===== src/rtl/adc_vd_sampler.sv =====
`default_nettype none
// ============================================================================
//  Module   : adc_vd_sampler
//  Purpose  : Serial-ADC front end for the PSU voltage loop. Drives an 8-bit
//             SPI ADC (CPOL=1, MSB first, padding bits around the data),
//             averages 2**AVG_LOG2 frames and publishes the result on cur_vd
//             with a one-cycle vd_valid strobe. cur_vd feeds the cur_vd
//             input of PID_controller.
//  Ports    : clk       in   system clock, all logic on posedge
//             n_rst     in   synchronous active-low reset
//             en        in   conversion enable
//             adc_sdata in   ADC serial data out
//             adc_cs_n  out  ADC chip select, active low
//             adc_sclk  out  ADC serial clock, idles high
//             cur_vd    out  averaged voltage word, held between updates
//             vd_valid  out  1-cycle pulse when cur_vd updates
//             busy      out  high while adc_cs_n is low
//  Revision : 1.0  initial release
// ============================================================================
module adc_vd_sampler #(
  parameter int ADC_WIDTH  = 8,
  parameter int FRAME_BITS = 16,
  parameter int LEAD_BITS  = 3,
  parameter int CLK_DIV    = 2,
  parameter int QUIET_CYC  = 4,
  parameter int AVG_LOG2   = 2
) (
  input  logic                 clk,
  input  logic                 n_rst,
  input  logic                 en,
  input  logic                 adc_sdata,
  output logic                 adc_cs_n,
  output logic                 adc_sclk,
  output logic [ADC_WIDTH-1:0] cur_vd,
  output logic                 vd_valid,
  output logic                 busy
);

  // One tick counter serves both the SCLK divider (CONV) and the
  // inter-frame gap (QUIET), so it is sized for the larger of the two.
  localparam int c_TICK_MAX = (CLK_DIV > QUIET_CYC) ? CLK_DIV : QUIET_CYC;
  localparam int c_TICK_W   = $clog2(c_TICK_MAX + 1);
  localparam int c_BIT_W    = $clog2(FRAME_BITS + 1);
  localparam int c_CNT_W    = (AVG_LOG2 > 0) ? AVG_LOG2 : 1;
  localparam int c_ACC_W    = ADC_WIDTH + AVG_LOG2;

  localparam logic [c_TICK_W-1:0] c_DIV_LAST   = c_TICK_W'(CLK_DIV - 1);
  localparam logic [c_TICK_W-1:0] c_QUIET_LAST = c_TICK_W'(QUIET_CYC - 1);
  localparam logic [c_BIT_W-1:0]  c_BIT_LAST   = c_BIT_W'(FRAME_BITS - 1);
  localparam logic [c_BIT_W-1:0]  c_DATA_FIRST = c_BIT_W'(LEAD_BITS);
  localparam logic [c_BIT_W-1:0]  c_DATA_END   = c_BIT_W'(LEAD_BITS + ADC_WIDTH);
  localparam logic [c_CNT_W-1:0]  c_CNT_LAST   = c_CNT_W'((1 << AVG_LOG2) - 1);

  typedef enum logic [1:0] {
    S_IDLE  = 2'd0,
    S_CONV  = 2'd1,
    S_QUIET = 2'd2
  } state_t;

  state_t                r_state;
  state_t                w_state_next;
  logic [c_TICK_W-1:0]   r_tick;
  logic [c_BIT_W-1:0]    r_bit;
  logic [ADC_WIDTH-1:0]  r_shift;
  logic [c_ACC_W-1:0]    r_acc;
  logic [c_CNT_W-1:0]    r_cnt;
  logic                  r_cs_n;
  logic                  r_sclk;
  logic [ADC_WIDTH-1:0]  r_cur_vd;
  logic                  r_vd_valid;

  logic                  w_div_last;
  logic                  w_rise;
  logic                  w_frame_done;
  logic                  w_quiet_done;
  logic                  w_in_window;
  logic [ADC_WIDTH-1:0]  w_shift_in;
  logic [ADC_WIDTH-1:0]  w_shift_next;
  logic [c_ACC_W-1:0]    w_sum;
  logic [ADC_WIDTH-1:0]  w_avg;
  logic                  w_avg_done;

  assign w_div_last   = (r_tick == c_DIV_LAST);
  // A rise is a terminal-count toggle while SCLK is currently low.
  assign w_rise       = (r_state == S_CONV) && w_div_last && !r_sclk;
  assign w_frame_done = w_rise && (r_bit == c_BIT_LAST);
  assign w_quiet_done = (r_state == S_QUIET) && (r_tick == c_QUIET_LAST);
  assign w_in_window  = (r_bit >= c_DATA_FIRST) && (r_bit < c_DATA_END);

  generate
    if (ADC_WIDTH > 1) begin : g_shift_wide
      assign w_shift_in = {r_shift[ADC_WIDTH-2:0], adc_sdata};
    end else begin : g_shift_one
      assign w_shift_in = adc_sdata;
    end
  endgenerate

  // The word used at frame end includes a bit captured on that same edge,
  // which matters when the last data bit is also the last frame bit.
  assign w_shift_next = (w_rise && w_in_window) ? w_shift_in : r_shift;
  assign w_sum        = r_acc + c_ACC_W'(w_shift_next);
  assign w_avg        = ADC_WIDTH'(w_sum >> AVG_LOG2);
  assign w_avg_done   = (r_cnt == c_CNT_LAST);

  always_ff @(posedge clk) begin
    if (!n_rst) r_state <= S_IDLE;
    else        r_state <= w_state_next;
  end

  // en is only looked at in IDLE and on the final QUIET cycle, so a frame
  // once started always runs to completion.
  always_comb begin
    w_state_next = r_state;
    case (r_state)
      S_IDLE:  if (en)           w_state_next = S_CONV;
      S_CONV:  if (w_frame_done) w_state_next = S_QUIET;
      S_QUIET: if (w_quiet_done) w_state_next = en ? S_CONV : S_IDLE;
      default:                   w_state_next = S_IDLE;
    endcase
  end

  always_ff @(posedge clk) begin
    if (!n_rst) begin
      r_tick     <= '0;
      r_bit      <= '0;
      r_shift    <= '0;
      r_acc      <= '0;
      r_cnt      <= '0;
      r_cs_n     <= 1'b1;
      r_sclk     <= 1'b1;
      r_cur_vd   <= '0;
      r_vd_valid <= 1'b0;
    end else begin
      r_vd_valid <= 1'b0;
      r_cs_n     <= (w_state_next != S_CONV);
      r_shift    <= w_shift_next;
      case (r_state)
        S_IDLE: begin
          r_tick <= '0;
          r_bit  <= '0;
          r_sclk <= 1'b1;
          r_acc  <= '0;
          r_cnt  <= '0;
        end
        S_CONV: begin
          if (w_div_last) begin
            r_tick <= '0;
            r_sclk <= ~r_sclk;
          end else begin
            r_tick <= r_tick + 1'b1;
          end
          if (w_rise) r_bit <= w_frame_done ? '0 : r_bit + 1'b1;
          if (w_frame_done) begin
            if (w_avg_done) begin
              r_cur_vd   <= w_avg;
              r_vd_valid <= 1'b1;
              r_acc      <= '0;
              r_cnt      <= '0;
            end else begin
              r_acc <= w_sum;
              r_cnt <= r_cnt + 1'b1;
            end
          end
        end
        S_QUIET: begin
          r_sclk <= 1'b1;
          r_bit  <= '0;
          if (w_quiet_done) begin
            r_tick <= '0;
            // Falling back to IDLE throws away any partial average.
            if (!en) begin
              r_acc <= '0;
              r_cnt <= '0;
            end
          end else begin
            r_tick <= r_tick + 1'b1;
          end
        end
        default: begin
          r_tick <= '0;
          r_bit  <= '0;
          r_sclk <= 1'b1;
        end
      endcase
    end
  end

  assign adc_cs_n = r_cs_n;
  assign adc_sclk = r_sclk;
  assign cur_vd   = r_cur_vd;
  assign vd_valid = r_vd_valid;
  assign busy     = ~r_cs_n;

endmodule
`default_nettype wire


===== config.mk =====
export PLATFORM = sky130hd
export DESIGN_NAME = adc_vd_sampler
export DESIGN_NICKNAME = d
export VERILOG_FILES = /design/src/rtl/adc_vd_sampler.sv
export SDC_FILE = /design/constraint.sdc
export NUM_CORES = 1
export LEC_CHECK = 0
export CAP_MARGIN = 20
export CORE_MARGIN = 2
export CORE_UTILIZATION = 58
export DETAILED_ROUTE_END_ITERATION = 16
export GPL_TIMING_DRIVEN = 0
export PLACE_DENSITY = 0.79
export SYNTH_ARGS = -nofsm -noshare
export SYNTH_HDL_FRONTEND = slang
export SYNTH_SLANG_ARGS = --single-unit

===== constraint.sdc =====
create_clock -name clk -period 4.41 [get_ports clk]
set_clock_uncertainty 0.15 [all_clocks]
set_input_delay 0.882 -clock clk [delete_from_list [all_inputs] [get_ports clk]]
set_output_delay 0.882 -clock clk [all_outputs]
set_load 0.05 [all_outputs]

==> results of run 1 <==
[final timing paths]
check | end | slack (ps) | depth (start not counted)
max | cur_vd[6]$_SDFFE_PN0P_ | 350 | 13
min | cur_vd[6]$_SDFFE_PN0P_ | 310 | 2
max reg2reg | cur_vd[6]$_SDFFE_PN0P_ | 350 | 13
min reg2reg | cur_vd[6]$_SDFFE_PN0P_ | 310 | 2
[metal layers]
layer | share of wire (%) | track usage [%]
met2 | 45 | 35.97
met1 | 49 | 30.62
met5 | 0 | 0
met4 | 1.6 | 7.552
met3 | 4.1 | 4.966
[worst register-to-register path, delay by kind of cell (launching register included)]
kind / cells / cell delay, ps
simple gates: 3 / 380
fa+ha+maj: 3 / 810
mux: 2 / 660
compound gates: 3 / 1370
flops: 1 / 350
buf+inv: 2 / 250
[layout by cell type, fill, tap and decap left out, drive strengths merged, types with 2 or more instances in the layout]
cell	count
nand2	13
clkbuf	13
buf	3
a21oi	15
and3	3
nor3b	2
mux2i	4
a31oi	2
and2	9
dfxtp	41
inv	7
nor2	19
mux2	8
nand2b	6
xnor2	3
a211oi	4
nor3	5
nand3	13
a22o	7
a21o	6
nand4	3
clkdlybuf4s50	15
o21ai	9
ha	18
o311ai	2
nor2b	3
[power groups by stage]
stage	clock (mW)	sequential [mW]	combinational [mW]
floorplan	0	0.387	0.0294
CTS	0.271	0.375	0.0471
global route	0.287	0.376	0.0522
global placement	0	0.384	0.0458
detailed placement	0	0.384	0.0469
finish	0.268	0.375	0.0468
[cell families after synthesis]
| family | Yosys count | share of synthesized area, % |
|---|---|---|
| compound gates | 56 | 19.10 |
| xor+xnor | 4 | 1.601 |
| fa+ha+maj | 19 | 11.21 |
| buf+inv | 16 | 3.144 |
| flops | 41 | 37.51 |
| mux | 12 | 5.946 |
| simple gates | 85 | 21.50 |
[layout make-up]
class                      instances  area, um2
fill                             306       1134
clock buffer                       7      96.34
buffer                             9      42.54
clock inverter                     1      5.005
multi-input combinational        176       1299
sequential                        41      820.8
timing repair buffer              15      150.1
tap                               48      60.06
inverter                           7      26.28
[flip-flops by register name, indices dropped and copies added, names as in the netlist]
register,flops
cur_vd,8
adc_cs_n,1
vd_valid,1
adc_sclk,1
r_bit,5
r_acc,10
r_state,2
r_tick,3
r_cnt,2
r_shift,8
[metrics by stage]
step	cell area, um2	power (mW)	hold WS [ps]
global placement	2399	0.4298	285.1
detailed placement	2399	0.4311	299.1
floorplan	2188	0.4166	271.5
finish	2500	0.6905	310.8
CTS	2500	0.6932	313.6
global route	2500	0.7152	324.3
==> impl_summary.log, run 1 <==
[metrics] Die Y: 65.43 um
[metrics] wire length of the first global-routing pass: 7417 um
[metrics] Detailed Place HPWL: 3159 um
[metrics] maximum fanout along the worst path: 9
[metrics] top post-synthesis cells by area: sky130_fd_sc_hd__dfxtp_1, sky130_fd_sc_hd__ha_1, sky130_fd_sc_hd__mux2_2
[metrics] end-of-flow core utilization: 68.80%
[metrics] clock root cell: sky130_fd_sc_hd__clkbuf_8
[metrics] clk slew on worst S/H paths: 80 ps
[metrics] synthesized netlist net count: 256
[metrics] post-DR vias/cell: 5.641
[metrics] buffering stage count on the worst path with inverters included: 2
[metrics] Final Max Slew Viols: 0
[metrics] Top delay family on crit path: compound AO/OA/AOI/OAI gates
[metrics] Fin. Hold Viols: 0
[metrics] largest incremental delay on the critical path: 530 ps
[metrics] Avg Inst Size Synth: 9.392 um2
[metrics] post-synthesis cell type count: 53
[metrics] cell accounting for the most synthesized area: sky130_fd_sc_hd__dfxtp_1
[metrics] violation count after the first detailed-route iteration: 94
[metrics] RSZ-0062 raised after global routing: no
[metrics] worst slack at placement: 305.3 ps
[metrics] most numerous cell on the critical path: sky130_fd_sc_hd__ha_1
[metrics] cell area after synthesis: 0.002188 mm2
[metrics] Num Clock Sinks: 41
[metrics] Worst R2R Start: r_state[1]$_SDFF_PN0_
[metrics] combinational share of power: 6.8%
[metrics] power density over the cells: 276.2 mW/mm2
[metrics] FMAX: 246.1 MHz
[metrics] post-detailed-routing wire length: 4292 um
[metrics] via count of the first global-routing pass: 1641
[metrics] Final TNS setup: 0 ps
[metrics] post-CTS setup buffers: 0
[metrics] critical path arrival: 4100 ps
[metrics] routed vias: 1715
[metrics] TritonCTS clock tree: yes
[metrics] most repeated cell in the gate-level netlist after synthesis: sky130_fd_sc_hd__dfxtp_1
[metrics] Synth-to-Final Area Change: 14.24%
[metrics] Worst VDD drop: 221.0 uV
[metrics] routability congestion estimate from global placement: 0.8775
[metrics] status: finished clean
[metrics] clock latency on the worst-skew pair: 290 ps
[metrics] ratio of final minimum period to clock period: 92.13%
[metrics] clk buf depth: 2
[metrics] number of enable flip-flop cells after synthesis: 0
[metrics] Inserted Clock Buffers: 5
[metrics] Hold Path Origin: cur_vd[6]$_SDFFE_PN0P_
[metrics] kind of start point of the critical path: flop
[metrics] register area share after synthesis: 37.51%
[metrics] worst slew margin relative to its limit: 51.87%
[metrics] Lkg Pwr: 1.035 nW
[metrics] initial antenna violation count: 0
[metrics] Tot GR Track Use: 22.66%
[metrics] startpoint of the most critical setup path: r_state[1]$_SDFF_PN0_
[metrics] time the worst path needs with I/O delays and setup: 4063 ps
[metrics] Net Switching: 0.1582 mW
[metrics] slowest cell on the critical path: sky130_fd_sc_hd__a2111oi_4
[metrics] gr ovfl total: 0
[metrics] most common flop cell mapped by yosys: sky130_fd_sc_hd__dfxtp_1
[metrics] diode insertion count for antenna repair: 0
[metrics] relative contribution of the clock network to total power: 38.9%
[metrics] area enclosed by the die boundary: 0.004280 mm2
[metrics] share of flip-flops with an asynchronous set or reset after synthesis: 0%
[metrics] proportion of layout cells with a drive suffix above 1: 11.72%
[metrics] share of Yosys cell area claimed by the top area cell type: 37.51%
[metrics] actual slew at the worst max-slew pin: 719.2 ps
[metrics] number of standard cells in the layout, taps in and fillers out: 304
[metrics] number of cells upsized or downsized after cts: 0
[metrics] Max-Cap Viols: 0
[metrics] Setup violations, final: 0
[metrics] final routed wire length divided by cell count: 14.12 um
[metrics] critical path class: flop to flop
[metrics] count of standard-cell rows: 22
[metrics] internal portion of total power: 0.5323 mW
[metrics] part of the power in registers: 54.4%
[metrics] type of the worst min-delay path: flop to flop
[metrics] post-synthesis cell count: 233
[metrics] post-cts hold buffer count: 0
[metrics] Cells after DPL: 296
[metrics] DRC: 0
[metrics] Initial Util: 60.23%
[metrics] Boundary Pins: 16
[metrics] FF+latch count, synth: 41
[metrics] pin count of the biggest net entering global routing: 13
[metrics] Yosys warnings: 0
[metrics] switching share of power: 22.91%
[metrics] endpoint required time on the critical path: 4450 ps
[metrics] Initial DRT Pass Iterations: 4
[metrics] horizontal extent of the die: 65.43 um
[metrics] H-tree level count: 2
[metrics] Antenna Nets Post-Route: 0
[metrics] post-layout net count: 278
[metrics] Port Buf Inserts: 15
[metrics] sequence of cells on the critical path: inv_1 > ha_1 > buf_4 > nand3_2 > a2111oi_4 > mux2_2 > ha_1 > fa_1 > a211oi_1 > nor2_1 > o41ai_1 > mux2i_1 > nand2_1
[metrics] top cells by count, synth: sky130_fd_sc_hd__dfxtp_1, sky130_fd_sc_hd__nor2_1, sky130_fd_sc_hd__ha_1
[metrics] Critical Path Sink Type: flop
[metrics] final worst slack: 347.1 ps
[metrics] Core ar.: 0.003633 mm2
Note: power is estimated with default switching activity, not from simulation.
==> inputs of run 2 (changes only) <==
- CORE_UTILIZATION: 58 -> 60
- HOLD_SLACK_MARGIN: not set -> 0.1
- PLACE_DENSITY: 0.79 -> 0.81
- clock period: 4.41 -> 4.7 ns (I/O delays scaled with it)
==> impl_summary.log, run 2 (synthesized netlist as in run 1, its figures left out) <==
[metrics] routed vias: 1747
[metrics] horizontal extent of the die: 64.39 um
[metrics] maximum fanout along the worst path: 9
[metrics] TritonCTS clock tree: yes
[metrics] worst slack at placement: 569.0 ps
[metrics] Critical Path Sink Type: flop
[metrics] instance count along the most critical hold path: 2
[metrics] initial antenna violation count: 0
[metrics] Detailed Place HPWL: 3162 um
[metrics] Worst R2R Start: r_state[1]$_SDFF_PN0_
[metrics] number of standard cells in the layout, taps in and fillers out: 302
[metrics] DRC: 0
[metrics] via count of the first global-routing pass: 1732
[metrics] Hold Path Origin: cur_vd[1]$_SDFFE_PN0P_
[metrics] most common cell after layout, fill and taps aside: sky130_fd_sc_hd__dfxtp_1
[metrics] number of fill cells: 250
[metrics] clk buf depth: 2
[metrics] area enclosed by the die boundary: 0.004146 mm2
[metrics] commonest cells after routing, fill and taps aside: sky130_fd_sc_hd__dfxtp_1, sky130_fd_sc_hd__nor2_1, sky130_fd_sc_hd__ha_1
[metrics] count of standard-cell rows: 21
[metrics] ratio of final minimum period to clock period: 88.94%
[metrics] pin count of the biggest net entering global routing: 14
[metrics] terminus of the critical flop-to-flop path: cur_vd[6]$_SDFFE_PN0P_
[metrics] FMAX: 239.2 MHz
[metrics] power density over the cells: 271.1 mW/mm2
[metrics] final routed wire length divided by cell count: 13.98 um
[metrics] total power consumption of the routed design: 0.6774 mW
[metrics] Synth-to-Final Area Change: 14.18%
[metrics] setup slack, reg-to-reg: 520 ps
[metrics] post-layout net count: 278
[metrics] time the worst path needs with I/O delays and setup: 4180 ps
[metrics] Tot GR Track Use: 24.19%
[metrics] Setup violations, final: 0
[metrics] clk slew on worst S/H paths: 120 ps
[metrics] Worst VDD drop: 210.1 uV
[metrics] Inserted Clock Buffers: 5
[metrics] Die Y: 64.39 um
[metrics] area after detailed placement: 0.002396 mm2
[metrics] status: finished clean
[metrics] Max-Cap Viols: 0
[metrics] Boundary Pins: 16
[metrics] Cells after DPL: 294
[metrics] Fin. Hold Viols: 0
[metrics] number of cells upsized or downsized after cts: 0
[metrics] post-cts hold buffer count: 0
[metrics] post-detailed-routing wire length: 4222 um
[metrics] startpoint of the most critical setup path: r_state[1]$_SDFF_PN0_
[metrics] RSZ-0062 raised after global routing: no
[metrics] post-CTS setup buffers: 0
[metrics] kind of start point of the critical path: flop
[metrics] Num Clock Sinks: 41
[metrics] type of the worst min-delay path: flop to flop
[metrics] worst slew margin relative to its limit: 52.55%
[metrics] Worst Hold End: cur_vd[1]$_SDFFE_PN0P_
[metrics] H-tree level count: 2
[metrics] endpoint required time on the critical path: 4810 ps
[metrics] Port Buf Inserts: 15
[metrics] register with the most flip-flops: r_acc
[metrics] critical path arrival: 4290 ps
[metrics] depth of the worst register-to-register path: 13
[metrics] hold slack: 311.7 ps
[metrics] end-of-flow core utilization: 73.15%
[metrics] Lkg Pwr: 1.035 nW
[metrics] critical path class: flop to flop
[metrics] Final Max Slew Viols: 0
[metrics] post-DR vias/cell: 5.785
[metrics] wire length of the first global-routing pass: 7769 um
[metrics] routability congestion estimate from global placement: 0.8146
[metrics] final cell area excluding filler cells: 0.002499 mm2
[metrics] actual slew at the worst max-slew pin: 709.2 ps
[metrics] Initial DRT Pass Iterations: 4
[metrics] Initial Util: 64.07%
[metrics] final worst slack: 520.0 ps
[metrics] Antenna Nets Post-Route: 0
[metrics] violation count after the first detailed-route iteration: 147
[metrics] diode insertion count for antenna repair: 0
[metrics] max reg flops: 10
[metrics] gr ovfl total: 0
[metrics] Final TNS setup: 0 ps
[metrics] proportion of layout cells with a drive suffix above 1: 11.72%
[metrics] clock latency on the worst-skew pair: 360 ps
[metrics] Core ar.: 0.003416 mm2
[metrics] clock root cell: sky130_fd_sc_hd__clkbuf_4
[run 2: worst max-delay path by stage]
stage,depth (start not counted),end
after floorplan,11,cur_vd[6]$_SDFFE_PN0P_
after global placement,13,cur_vd[6]$_SDFFE_PN0P_
after detailed placement,13,cur_vd[6]$_SDFFE_PN0P_
after CTS,13,cur_vd[6]$_SDFFE_PN0P_
after global routing,12,cur_vd[6]$_SDFFE_PN0P_
final,13,cur_vd[6]$_SDFFE_PN0P_
[run 2: layer usage]
metal / global-route usage, % / up-vias / share of wire, %
li1: - / 893 / -
met1: 33.04 / 805 / 52
met2: 35.81 / 39 / 42
met3: 7.218 / 10 / 4.2
met4: 9.574 / 0 / 2.1
met5: 0 / - / 0
[run 2: final cells by class]
cell class	count	area, um2	share of cell area [%]
multi-input cells	176	1299	51.98
flip-flops and latches	41	820.8	32.85
repair buffers	15	150.1	6.009
clock inverters	3	65.06	2.604
well taps	46	57.56	2.303
plain buffers	9	42.54	1.703
clock buffers	5	37.54	1.502
inverters	7	26.28	1.052
[run 2: critical path, stage by stage (launching register included)]
cell and delay [ps]:
sky130_fd_sc_hd__dfxtp_1 360, sky130_fd_sc_hd__inv_1 80, sky130_fd_sc_hd__ha_1 140, sky130_fd_sc_hd__buf_4 170
sky130_fd_sc_hd__nand3_2 210, sky130_fd_sc_hd__a2111oi_4 610, sky130_fd_sc_hd__mux2_2 430, sky130_fd_sc_hd__ha_1 230
sky130_fd_sc_hd__fa_1 430, sky130_fd_sc_hd__a211oi_1 330, sky130_fd_sc_hd__nor2_1 110, sky130_fd_sc_hd__o41ai_1 520
sky130_fd_sc_hd__mux2i_1 250, sky130_fd_sc_hd__nand2_1 70
[run 2: power by group]
| part | switching [mW] | internal [mW] | total (mW) |
|---|---|---|---|
| registers | 0.00234 | 0.350 | 0.353 |
| logic | 0.0273 | 0.0168 | 0.0441 |
| clock network | 0.116 | 0.165 | 0.281 |
==> inputs of run 3 (changes only) <==
- ABC_CLOCK_PERIOD_IN_PS: not set -> 4700
==> results of run 3 <==
The final DEF is identical to that of run 2; final timing and power are the same.
